<file path="src/rtl/logic_op_pkg.sv">
// Shared opcode constants, sequencer state encoding and index-width helper
// for the shared logic-op arbiter.
package logic_op_pkg;

    localparam logic [1:0] OP_AND  = 2'b00;
    localparam logic [1:0] OP_OR   = 2'b01;
    localparam logic [1:0] OP_XOR  = 2'b10;
    localparam logic [1:0] OP_XNOR = 2'b11;

    typedef enum logic [1:0] {
        ST_IDLE = 2'd0,
        ST_EXEC = 2'd1,
        ST_DONE = 2'd2
    } state_e;

    // Width of a requester index; never below one bit.
    function automatic int unsigned idx_width(input int unsigned n);
        return (n > 1) ? $clog2(n) : 1;
    endfunction

endpackage

</file>
<file path="src/rtl/logic_op_arbiter_if.sv">
// Requester-side bus of the logic-op arbiter: packed per-requester requests
// and operands in, grant/done/result back out.
interface logic_op_arbiter_if
    import logic_op_pkg::*;
#(
    parameter int unsigned N     = 3,
    parameter int unsigned WIDTH = 4
);
    localparam int unsigned IdxW = idx_width(N);

    logic [N-1:0]       req;
    logic [2*N-1:0]     op;
    logic [WIDTH*N-1:0] a;
    logic [WIDTH*N-1:0] b;
    logic [N-1:0]       gnt;
    logic [N-1:0]       done;
    logic [WIDTH-1:0]   result;
    logic [IdxW-1:0]    result_id;
    logic               busy;

    modport master (
        output req, op, a, b,
        input  gnt, done, result, result_id, busy
    );

    modport slave (
        input  req, op, a, b,
        output gnt, done, result, result_id, busy
    );

endinterface

</file>
<file path="src/rtl/logic_unit.sv">
// Combinational 2-operand bitwise logic unit: AND, OR, XOR, XNOR.
module logic_unit
    import logic_op_pkg::*;
#(
    parameter int unsigned WIDTH = 4
) (
    input  logic [1:0]       op,
    input  logic [WIDTH-1:0] a,
    input  logic [WIDTH-1:0] b,
    output logic [WIDTH-1:0] y
);

    always_comb begin
        y = '0;
        unique case (op)
            OP_AND:  y = a & b;
            OP_OR:   y = a | b;
            OP_XOR:  y = a ^ b;
            OP_XNOR: y = ~(a ^ b);
            default: y = '0;
        endcase
    end

endmodule

</file>
<file path="src/rtl/logic_op_arbiter.sv">
// Round-robin arbiter sharing one registered logic unit among N requesters.
// IDLE picks and latches a request, EXEC computes, DONE pulses completion.
module logic_op_arbiter
    import logic_op_pkg::*;
#(
    parameter int unsigned N     = 3,
    parameter int unsigned WIDTH = 4
) (
    input logic               clk,
    input logic               rst,
    logic_op_arbiter_if.slave bus
);

    localparam int unsigned IdxW = idx_width(N);

    state_e           state_q, state_d;
    logic [IdxW-1:0]  ptr_q, ptr_d;
    logic [IdxW-1:0]  idx_q, idx_d;
    logic [1:0]       op_q, op_d;
    logic [WIDTH-1:0] a_q, a_d;
    logic [WIDTH-1:0] b_q, b_d;
    logic [N-1:0]     gnt_q, gnt_d;
    logic [N-1:0]     done_q, done_d;
    logic [WIDTH-1:0] result_q, result_d;
    logic [IdxW-1:0]  result_id_q, result_id_d;
    logic             busy_q, busy_d;
    logic [IdxW-1:0]  pick;
    logic [WIDTH-1:0] unit_y;

    // First set request searching upward from p, wrapping at N.
    function automatic logic [IdxW-1:0] rr_pick(input logic [N-1:0]    r,
                                                input logic [IdxW-1:0] p);
        logic [IdxW-1:0] sel;
        logic            found;
        int unsigned     j;
        sel   = p;
        found = 1'b0;
        for (int unsigned k = 0; k < N; k++) begin
            j = (32'(p) + k) % N;
            if (!found && r[j]) begin
                found = 1'b1;
                sel   = IdxW'(j);
            end
        end
        return sel;
    endfunction

    logic_unit #(
        .WIDTH (WIDTH)
    ) u_logic_unit (
        .op (op_q),
        .a  (a_q),
        .b  (b_q),
        .y  (unit_y)
    );

    assign pick = rr_pick(bus.req, ptr_q);

    always_comb begin
        state_d     = state_q;
        ptr_d       = ptr_q;
        idx_d       = idx_q;
        op_d        = op_q;
        a_d         = a_q;
        b_d         = b_q;
        gnt_d       = gnt_q;
        done_d      = done_q;
        result_d    = result_q;
        result_id_d = result_id_q;
        busy_d      = busy_q;
        unique case (state_q)
            ST_IDLE: begin
                if (|bus.req) begin
                    idx_d   = pick;
                    op_d    = bus.op[2*int'(pick) +: 2];
                    a_d     = bus.a[WIDTH*int'(pick) +: WIDTH];
                    b_d     = bus.b[WIDTH*int'(pick) +: WIDTH];
                    gnt_d   = N'(1) << pick;
                    busy_d  = 1'b1;
                    state_d = ST_EXEC;
                end
            end
            ST_EXEC: begin
                result_d    = unit_y;
                result_id_d = idx_q;
                done_d      = N'(1) << idx_q;
                gnt_d       = '0;
                ptr_d       = (idx_q == IdxW'(N - 1)) ? '0 : idx_q + 1'b1;
                state_d     = ST_DONE;
            end
            ST_DONE: begin
                done_d  = '0;
                busy_d  = 1'b0;
                state_d = ST_IDLE;
            end
            default: state_d = ST_IDLE;
        endcase
    end

    always_ff @(posedge clk) begin
        if (rst) begin
            state_q     <= ST_IDLE;
            ptr_q       <= '0;
            idx_q       <= '0;
            op_q        <= '0;
            a_q         <= '0;
            b_q         <= '0;
            gnt_q       <= '0;
            done_q      <= '0;
            result_q    <= '0;
            result_id_q <= '0;
            busy_q      <= 1'b0;
        end else begin
            state_q     <= state_d;
            ptr_q       <= ptr_d;
            idx_q       <= idx_d;
            op_q        <= op_d;
            a_q         <= a_d;
            b_q         <= b_d;
            gnt_q       <= gnt_d;
            done_q      <= done_d;
            result_q    <= result_d;
            result_id_q <= result_id_d;
            busy_q      <= busy_d;
        end
    end

    assign bus.gnt       = gnt_q;
    assign bus.done      = done_q;
    assign bus.result    = result_q;
    assign bus.result_id = result_id_q;
    assign bus.busy      = busy_q;

endmodule

</file>
<file path="src/flat_wrapper.sv">
// flat-port wrapper written by rule: the top's interface ports become plain ports
module logic_op_arbiter_flat import logic_op_pkg::*;
#(
    parameter int unsigned N     = 3,
    parameter int unsigned WIDTH = 4
)
  (clk, rst, bus_req, bus_op, bus_a, bus_b, bus_gnt, bus_done, bus_result, bus_result_id, bus_busy);
  logic_op_arbiter_if #(.N(N), .WIDTH(WIDTH)) bus_i ();
  input logic clk;
  input logic rst;
  input wire logic [$bits(bus_i.req)-1:0] bus_req;
  input wire logic [$bits(bus_i.op)-1:0] bus_op;
  input wire logic [$bits(bus_i.a)-1:0] bus_a;
  input wire logic [$bits(bus_i.b)-1:0] bus_b;
  output wire logic [$bits(bus_i.gnt)-1:0] bus_gnt;
  output wire logic [$bits(bus_i.done)-1:0] bus_done;
  output wire logic [$bits(bus_i.result)-1:0] bus_result;
  output wire logic [$bits(bus_i.result_id)-1:0] bus_result_id;
  output wire logic [$bits(bus_i.busy)-1:0] bus_busy;
  assign bus_i.req = bus_req;
  assign bus_i.op = bus_op;
  assign bus_i.a = bus_a;
  assign bus_i.b = bus_b;
  assign bus_gnt = bus_i.gnt;
  assign bus_done = bus_i.done;
  assign bus_result = bus_i.result;
  assign bus_result_id = bus_i.result_id;
  assign bus_busy = bus_i.busy;
  logic_op_arbiter #(.N(N), .WIDTH(WIDTH)) u_core (.clk(clk), .rst(rst), .bus(bus_i));
endmodule
</file>
<file path="config.mk">
export PLATFORM = sky130hd
export DESIGN_NAME = logic_op_arbiter_flat
export DESIGN_NICKNAME = d
export VERILOG_FILES = /design/src/rtl/logic_op_pkg.sv /design/src/rtl/logic_op_arbiter_if.sv /design/src/rtl/logic_unit.sv /design/src/rtl/logic_op_arbiter.sv /design/src/flat_wrapper.sv
export SDC_FILE = /design/constraint.sdc
export NUM_CORES = 1
export LEC_CHECK = 0
export CAP_MARGIN = 25
export CORE_MARGIN = 2
export CORE_UTILIZATION = 44
export CTS_CLUSTER_DIAMETER = 40
export CTS_CLUSTER_SIZE = 25
export DETAILED_ROUTE_END_ITERATION = 12
export MAX_ROUTING_LAYER = met4
export PLACE_DENSITY = 0.76
export SKIP_LAST_GASP = 1
export SYNTH_ARGS = -nofsm -noshare
export SYNTH_HDL_FRONTEND = slang
export SYNTH_HIERARCHICAL = 1
export SYNTH_SLANG_ARGS = --single-unit
</file>
<file path="constraint.sdc">
create_clock -name clk -period 2.2 [get_ports clk]
set_input_delay 0.44 -clock clk [delete_from_list [all_inputs] [get_ports clk]]
set_output_delay 0.44 -clock clk [all_outputs]
set_load 0.005 [all_outputs]
</file>
* Word-level counts from Yosys, hierarchy flattened *
Cells that the tools add are included.

storage, ports and cells
  logic and storage cells = 69
  flip-flop bits (word level) = 29
  bits of input ports = 35
  output and inout port bits = 13

cells by class
  add/subtract/negate cells = 3
  magnitude comparators = 3
  reductions and logical operators = 13
  multiplexer cells = 20
  bitwise gates (word level) = 4
  equality and inequality tests = 7
  shifts and indexed selects = 5
  div/mod/pow operators = 3

operators with widths
  operator               number
  $lt 32x3->1 const B    3
  $mod 32x2->32 const B  2
  $mod 2x2->32 const B   1
  $shiftx 12x5->4        2
  $pmux 4 s4             1
  $pmux 3 s2             2
  $mux 2                 5
  $eq 2x2->1 const B     4
  $bmux 1 s2             3
  $mux 1                 6
  $reduce_and 2->1       3
  $reduce_bool 2->1      3
  $shiftx 6x4->2         1
  $shl 1x2->3 const A    2
  $and 4x4->4            1
  $eq 2x1->1 const B     2
  $logic_not 2->1        2
  $not 4->4              1
  $or 4x4->4             1
  $pmux 2 s2             1
  $xor 4x4->4            1
  $add 2x1->3 const B    1
  $add 2x2->3 const B    1
  $mux 3                 1
  6 further kinds        8

* Longest topological paths before layout *
  word-level depth = 13
  gate-level depth with buffers = 10
  depth with buffers taken out = 8

* Cells and area by module *
The synthesis kept the hierarchy.

by module, submodules not included
  module            instances  area each (sq um)  cells an instance  sequential area each (sq um)
  logic_op_arbiter  1          1627.8             174                580.6
  logic_unit        1          285.3              30                 0.0

* Worst setup path after synthesis *
OpenSTA, ideal clock, no wires.

  path kind = flip-flop to flip-flop
  start = register u_core.ptr_q[0]
  end = register u_core.a_q[0]
  buffers on the path = 1
  period minus slack after synthesis = 2.344 ns
  setup time = 0.133 ns
  stages on the path, launching flop included = 10
  arrival = 2.211 ns
  data required time = 2.067 ns
  setup slack = -0.144 ns
  cells stage by stage = dfxtp_1 inv_1 ha_1 mux2i_1 o22a_2 a311o_1 a32oi_2 buf_6 mux2i_1 o221ai_2

on the way
  longest elaborated chain between the ends = 11
  elaborated cells on any way between the ends = 21
  classes of those cells = add/sub: 2; div: 3; shift: 1; mux: 11; reduce/logical: 4

RTL lines
  item                                                   RTL line                 source
  from (decl)                                            logic_op_arbiter.sv:17   logic [IdxW-1:0] ptr_q, ptr_d;
  from (signal assigned)                                 logic_op_arbiter.sv:115  ptr_q <= ptr_d;
  branches (longest 9 deep; another with $mod 32x2->32)  n/a
  $mux 2 *                                               logic_op_arbiter.sv:40   if (!found && r[j]) begin
  $shiftx 12x5->4 *                                      logic_op_arbiter.sv:76   a_d = bus.a[WIDTH*int'(pick) +: WIDTH];
  to (signal assigned)                                   logic_op_arbiter.sv:106  a_q <= '0;
  to (signal assigned)                                   logic_op_arbiter.sv:118  a_q <= a_d;
  to (decl)                                              logic_op_arbiter.sv:20   logic [WIDTH-1:0] a_q, a_d;

Every way passes the cells marked *. The select of a mux whose other input is x is not followed.
A chain may end at the register's enable or synchronous reset.

* Worst setup path in the final report *
  start = input port bus_req[2]
  end = register u_core.op_q[0]

on the way
  longest elaborated chain between the ends = 10
  elaborated cells on any way between the ends = 18
  classes of those cells = shift: 1; mux: 11; reduce/logical: 6

RTL lines
  item                          RTL line                 source
  from (decl)                   flat_wrapper.sv:11       input wire logic [$bits(bus_i.req)-1:0] bus_req;
  $bmux 1 s2                    logic_op_arbiter.sv:40
  $mux 1 (implied by the code)  logic_op_arbiter.sv:40
  $mux 1                        logic_op_arbiter.sv:40
  $logic_not 1->1               logic_op_arbiter.sv:40
  $logic_and 1x1->1             logic_op_arbiter.sv:40
  $mux 1                        logic_op_arbiter.sv:40
  $logic_not 1->1               logic_op_arbiter.sv:40
  $logic_and 1x1->1             logic_op_arbiter.sv:40
  $mux 2                        logic_op_arbiter.sv:40
  $shiftx 6x4->2                logic_op_arbiter.sv:75   op_d = bus.op[2*int'(pick) +: 2];
  to (signal assigned)          logic_op_arbiter.sv:117  op_q <= op_d;
  to (decl)                     logic_op_arbiter.sv:19   logic [1:0] op_q, op_d;

Parallel ways exist; a longest one is shown, timed or not. The select of a mux whose other input is x is not followed.

==> results.tsv <==
stage	metric	value	unit
hold_path	hold path start	u_core/bus.gnt[2]$_SDFFE_PP0P_	
routing	WL met1	2.100	mm
global_routing	initial antenna violation count	0	
synth	Gate Count Post-Synth	204	
clocking	Clock Sinks	29	
clocking	number of buffers created by CTS	5	
placed_design	GPL Wtd Cong	0.8567	
routing	vias	1671	
routing	Vias/cell	5.173	
global_routing	wire length of the first global-routing pass	7.327	mm
routing	total wirelength of the detailed-routed design	4.329	mm
outcome	run status	complete, but fails checks	
pwr	worst ir drop on vdd	0.4019	mV
synth	count of flip-flops with a built-in enable after synthesis	0	
sta	Pins Over Slew Limit	0	
cells_and_area	commonest cells after routing, fill and taps aside	sky130_fd_sc_hd__clkdlybuf4s50_1, sky130_fd_sc_hd__dfxtp_1, sky130_fd_sc_hd__mux2i_1	
routing	First DRT Iteration DRCs	98	
clocking	CTS tree	built	
cells_and_area	fill cell total of the finished layout	334	
sta	RSZ-0062 raised after global routing	true	
hold_path	worst hold endpoint	u_core/bus.gnt[2]$_SDFFE_PP0P_	
run	maximum capacitance violations	0	
outcome	failing checks	negative setup slack	
sta	worst setup slack after layout	-0.09040	ns
global_routing	aggregate global-route resource usage	19.00	%
critical_path	critical path data arrival time	2.45	ns
routing	post-route DRC violation count	0	
sta	slew at the pin closest to its max-slew limit	0.6321	ns
hold_path	worst min path class	reg -> reg	
synth	synthesis-stage register bit count	29	
die	# rows	23	
hold_path	cell depth of the worst hold path	2	
die	die height	69.94	µm
sta	normalized max-slew margin	57.71	%
global_routing	leftover overflow at the end of global routing	0	
routing	remaining number of nets flagged by the antenna check after routing	0	
sta	Fmax achieved	436.6	MHz
synth	number of unique standard cell types used by synthesis	31	
placed_design	I/O Buffers	47	
clocking	quantity of hold-fixing buffers added after cts	0	
clocking	buffer levels on the longest clock path	2	
critical_path	element type at the critical path end	flop	
placed_design	cell count after placement	311	
cells_and_area	count of nets after finishing	323	
critical_path	largest driver fanout on the critical path	6	
critical_path	nature of the critical path startpoint	input port	
pwr	leakage power	1.145	nW
cells_and_area	Non-Filler Instances	323	
clocking	CTS Root Cell	sky130_fd_sc_hd__clkbuf_8	
critical_path	worst reg-to-reg path cell count	9	
clocking	clock input transition at the sequential cells of the worst setup and hold paths	0.06	ns
clocking	Clock Latency Late Sink	0.28	ns
routing	mean routed wirelength per cell	13.40	µm
synth	fraction of the yosys area taken by sequential cells	30.35	%
critical_path	critical path type	in -> reg	
placed_design	estimated wirelength of the detail-placed design	3.105	mm
sta	post-route clock period utilization	104.1	%
sta	Clock Skews	0.005138	ns
synth	Mean Syn Cell Area	9.378	µm²
cells_and_area	Layout Area Growth over Synthesis	43.10	%
synth	most common flop cell mapped by yosys	sky130_fd_sc_hd__dfxtp_1	
synth	area of the mapped netlist	0.001913	mm²
die	placeable core region	0.004086	mm²
sta	final hold violation count	0	
die	I/O pin cnt	48	
cells_and_area	Antenna diodes	0	
global_routing	pin count of the biggest net entering global routing	21	
cells_and_area	most common cell after layout, fill and taps aside	sky130_fd_sc_hd__clkdlybuf4s50_1	
routing	routed length on met3	214	µm
die	starting density of the core	46.82	%
placed_design	pre-CTS WS	-0.3990	ns
sta	minimum clock period after layout	2.290	ns
routing	detailed route wirelength on metal2	1.972	mm
critical_path	source of the worst register-to-register timing path	u_core/ptr_q[0]$_SDFFE_PP0P_	
routing	number of iterations in the first detailed-routing pass	4	
critical_path	data required time at the worst endpoint	2.36	ns
die	area of the die	0.004892	mm²
clocking	level count of the clock H-tree	2	
critical_path	worst flop-to-flop path endpoint	u_core/op_q[0]$_SDFFE_PP0P_	
sta	Finish-stage setup viols	10	
global_routing	via count of the first global-routing pass	1584	
synth	net count after synthesis	255	
routing	uppermost routed layer	met4	
pwr	pwr dens	720.7	mW/mm²
cells_and_area	layout cells sized above 1	22.34	%
synth	Yosys Warn Count	6	
synth	Async SR Flop Fraction	0	%
die	Die Span X	69.94	µm
critical_path	reg2reg setup slack	-0.08	ns
[cell usage after synthesis, types with 3 or more instances]
cell type                  instances  area, µm²
sky130_fd_sc_hd__clkbuf_1          3      11.26
sky130_fd_sc_hd__nor3_1            4      20.02
sky130_fd_sc_hd__o221ai_2         10      150.1
sky130_fd_sc_hd__nand2_1          18      67.56
sky130_fd_sc_hd__nand3_1           3      15.01
sky130_fd_sc_hd__mux2_4            4      60.06
sky130_fd_sc_hd__buf_6             3      33.78
sky130_fd_sc_hd__inv_1            23      86.33
sky130_fd_sc_hd__a211oi_1          3      22.52
sky130_fd_sc_hd__nand3b_1          4      30.03
sky130_fd_sc_hd__dfxtp_1          29      580.6
sky130_fd_sc_hd__nor2_1           22      82.58
sky130_fd_sc_hd__a21oi_1           8      40.04
sky130_fd_sc_hd__mux2i_1          29      290.3
sky130_fd_sc_hd__nand2b_1          7      43.79
sky130_fd_sc_hd__ha_1             16      200.2
[flip-flops by register name, summed over array words and instances, names as in the netlist]
name	count
u_core/bus.done	3
u_core/ptr_q	2
u_core/state_q	2
u_core/bus.busy	1
u_core/b_q	4
u_core/op_q	2
u_core/idx_q	2
u_core/bus.result	4
u_core/bus.gnt	3
u_core/a_q	4
u_core/bus.result_id	2
[how the worst max path moves through the flow]
stage                                      start                     endpoint  slack [ns]  cells past startpoint
global placement                      bus_req[1]   u_core/a_q[2]$_SDFFE_PP0P_       -0.30                      7
finish                                bus_req[2]  u_core/op_q[0]$_SDFFE_PP0P_       -0.09                      8
CTS                 u_core/ptr_q[1]$_SDFFE_PP0P_  u_core/op_q[0]$_SDFFE_PP0P_       -0.08                      9
detailed placement                    bus_req[1]  u_core/op_q[0]$_SDFFE_PP0P_       -0.40                      8
floorplan           u_core/ptr_q[1]$_SDFFE_PP0P_   u_core/a_q[0]$_SDFFE_PP0P_      0.0003                      9
global route        u_core/ptr_q[0]$_SDFFE_PP0P_  u_core/op_q[1]$_SDFFE_PP0P_       -0.17                      9
[power breakdown]
group | switching [mW] | leakage, nW | internal [mW]
clock | 0.203 | 0.0542 | 0.282
combinational | 0.356 | 0.852 | 0.453
sequential | 0.0782 | 0.239 | 0.600
[timing repair]
| action | 4_1_cts | 5_1_grt |
|---|---|---|
| endpoints found under the setup margin | 10 | 15 |
| buffers inserted | 2 | 0 |
| gates resized for setup | 9 | 7 |
| endpoints found under the hold margin | 0 | 0 |
| gates cloned | 2 | 0 |
| pin swaps | 2 | 0 |
[cell type report]
class                      count  area (µm²)  area share (%)
timing repair buffer          66       623.1           22.76
sequential                    29       583.1           21.30
clock buffer                   7       96.34           3.519
clock inverter                 1       5.005          0.1828
multi-input combinational    147        1281           46.80
inverter                      23       86.33           3.154
tap                           50       62.56           2.285
[critical path: stages]
cell	delay (ns)
sky130_fd_sc_hd__clkdlybuf4s50_1	0.54
sky130_fd_sc_hd__and3b_1	0.23
sky130_fd_sc_hd__a21oi_2	0.06
sky130_fd_sc_hd__a311o_1	0.40
sky130_fd_sc_hd__a32oi_2	0.23
sky130_fd_sc_hd__buf_6	0.19
sky130_fd_sc_hd__mux2i_2	0.24
sky130_fd_sc_hd__o221ai_2	0.11
[metrics by stage]
step | area, µm² | power [mW] | hold slack [ns] | util (%) | TNS (ns)
after global placement | 2544 | 1.405 | 0.4559 | 62.25 | -3.741
after detailed placement | 2544 | 1.427 | 0.4600 | 62.25 | -4.434
after CTS | 2714 | 1.972 | 0.4705 | 66.41 | -0.5298
final | 2738 | 1.973 | 0.4705 | 66.99 | -0.6283
after floorplan | 1932 | 1.187 | 0.4340 | - | 0
after global routing | 2738 | 2.093 | 0.4975 | 66.99 | -1.824
[kinds of logic after synthesis]
| logic type | Yosys count | synth area share [%] |
|---|---|---|
| buf+inv | 30 | 7.063 |
| mux | 34 | 18.90 |
| compound gates | 30 | 16.48 |
| flops | 29 | 30.35 |
| fa+ha+maj | 16 | 10.46 |
| simple gates | 65 | 16.74 |
[routing by layer]
metal	global-route usage (%)	vias to the layer above
met5	-	-
met1	24.31	784
li1	-	845
met4	5.128	0
met2	30.26	37
met3	4.329	5
Power figures use the tool's default switching activity.
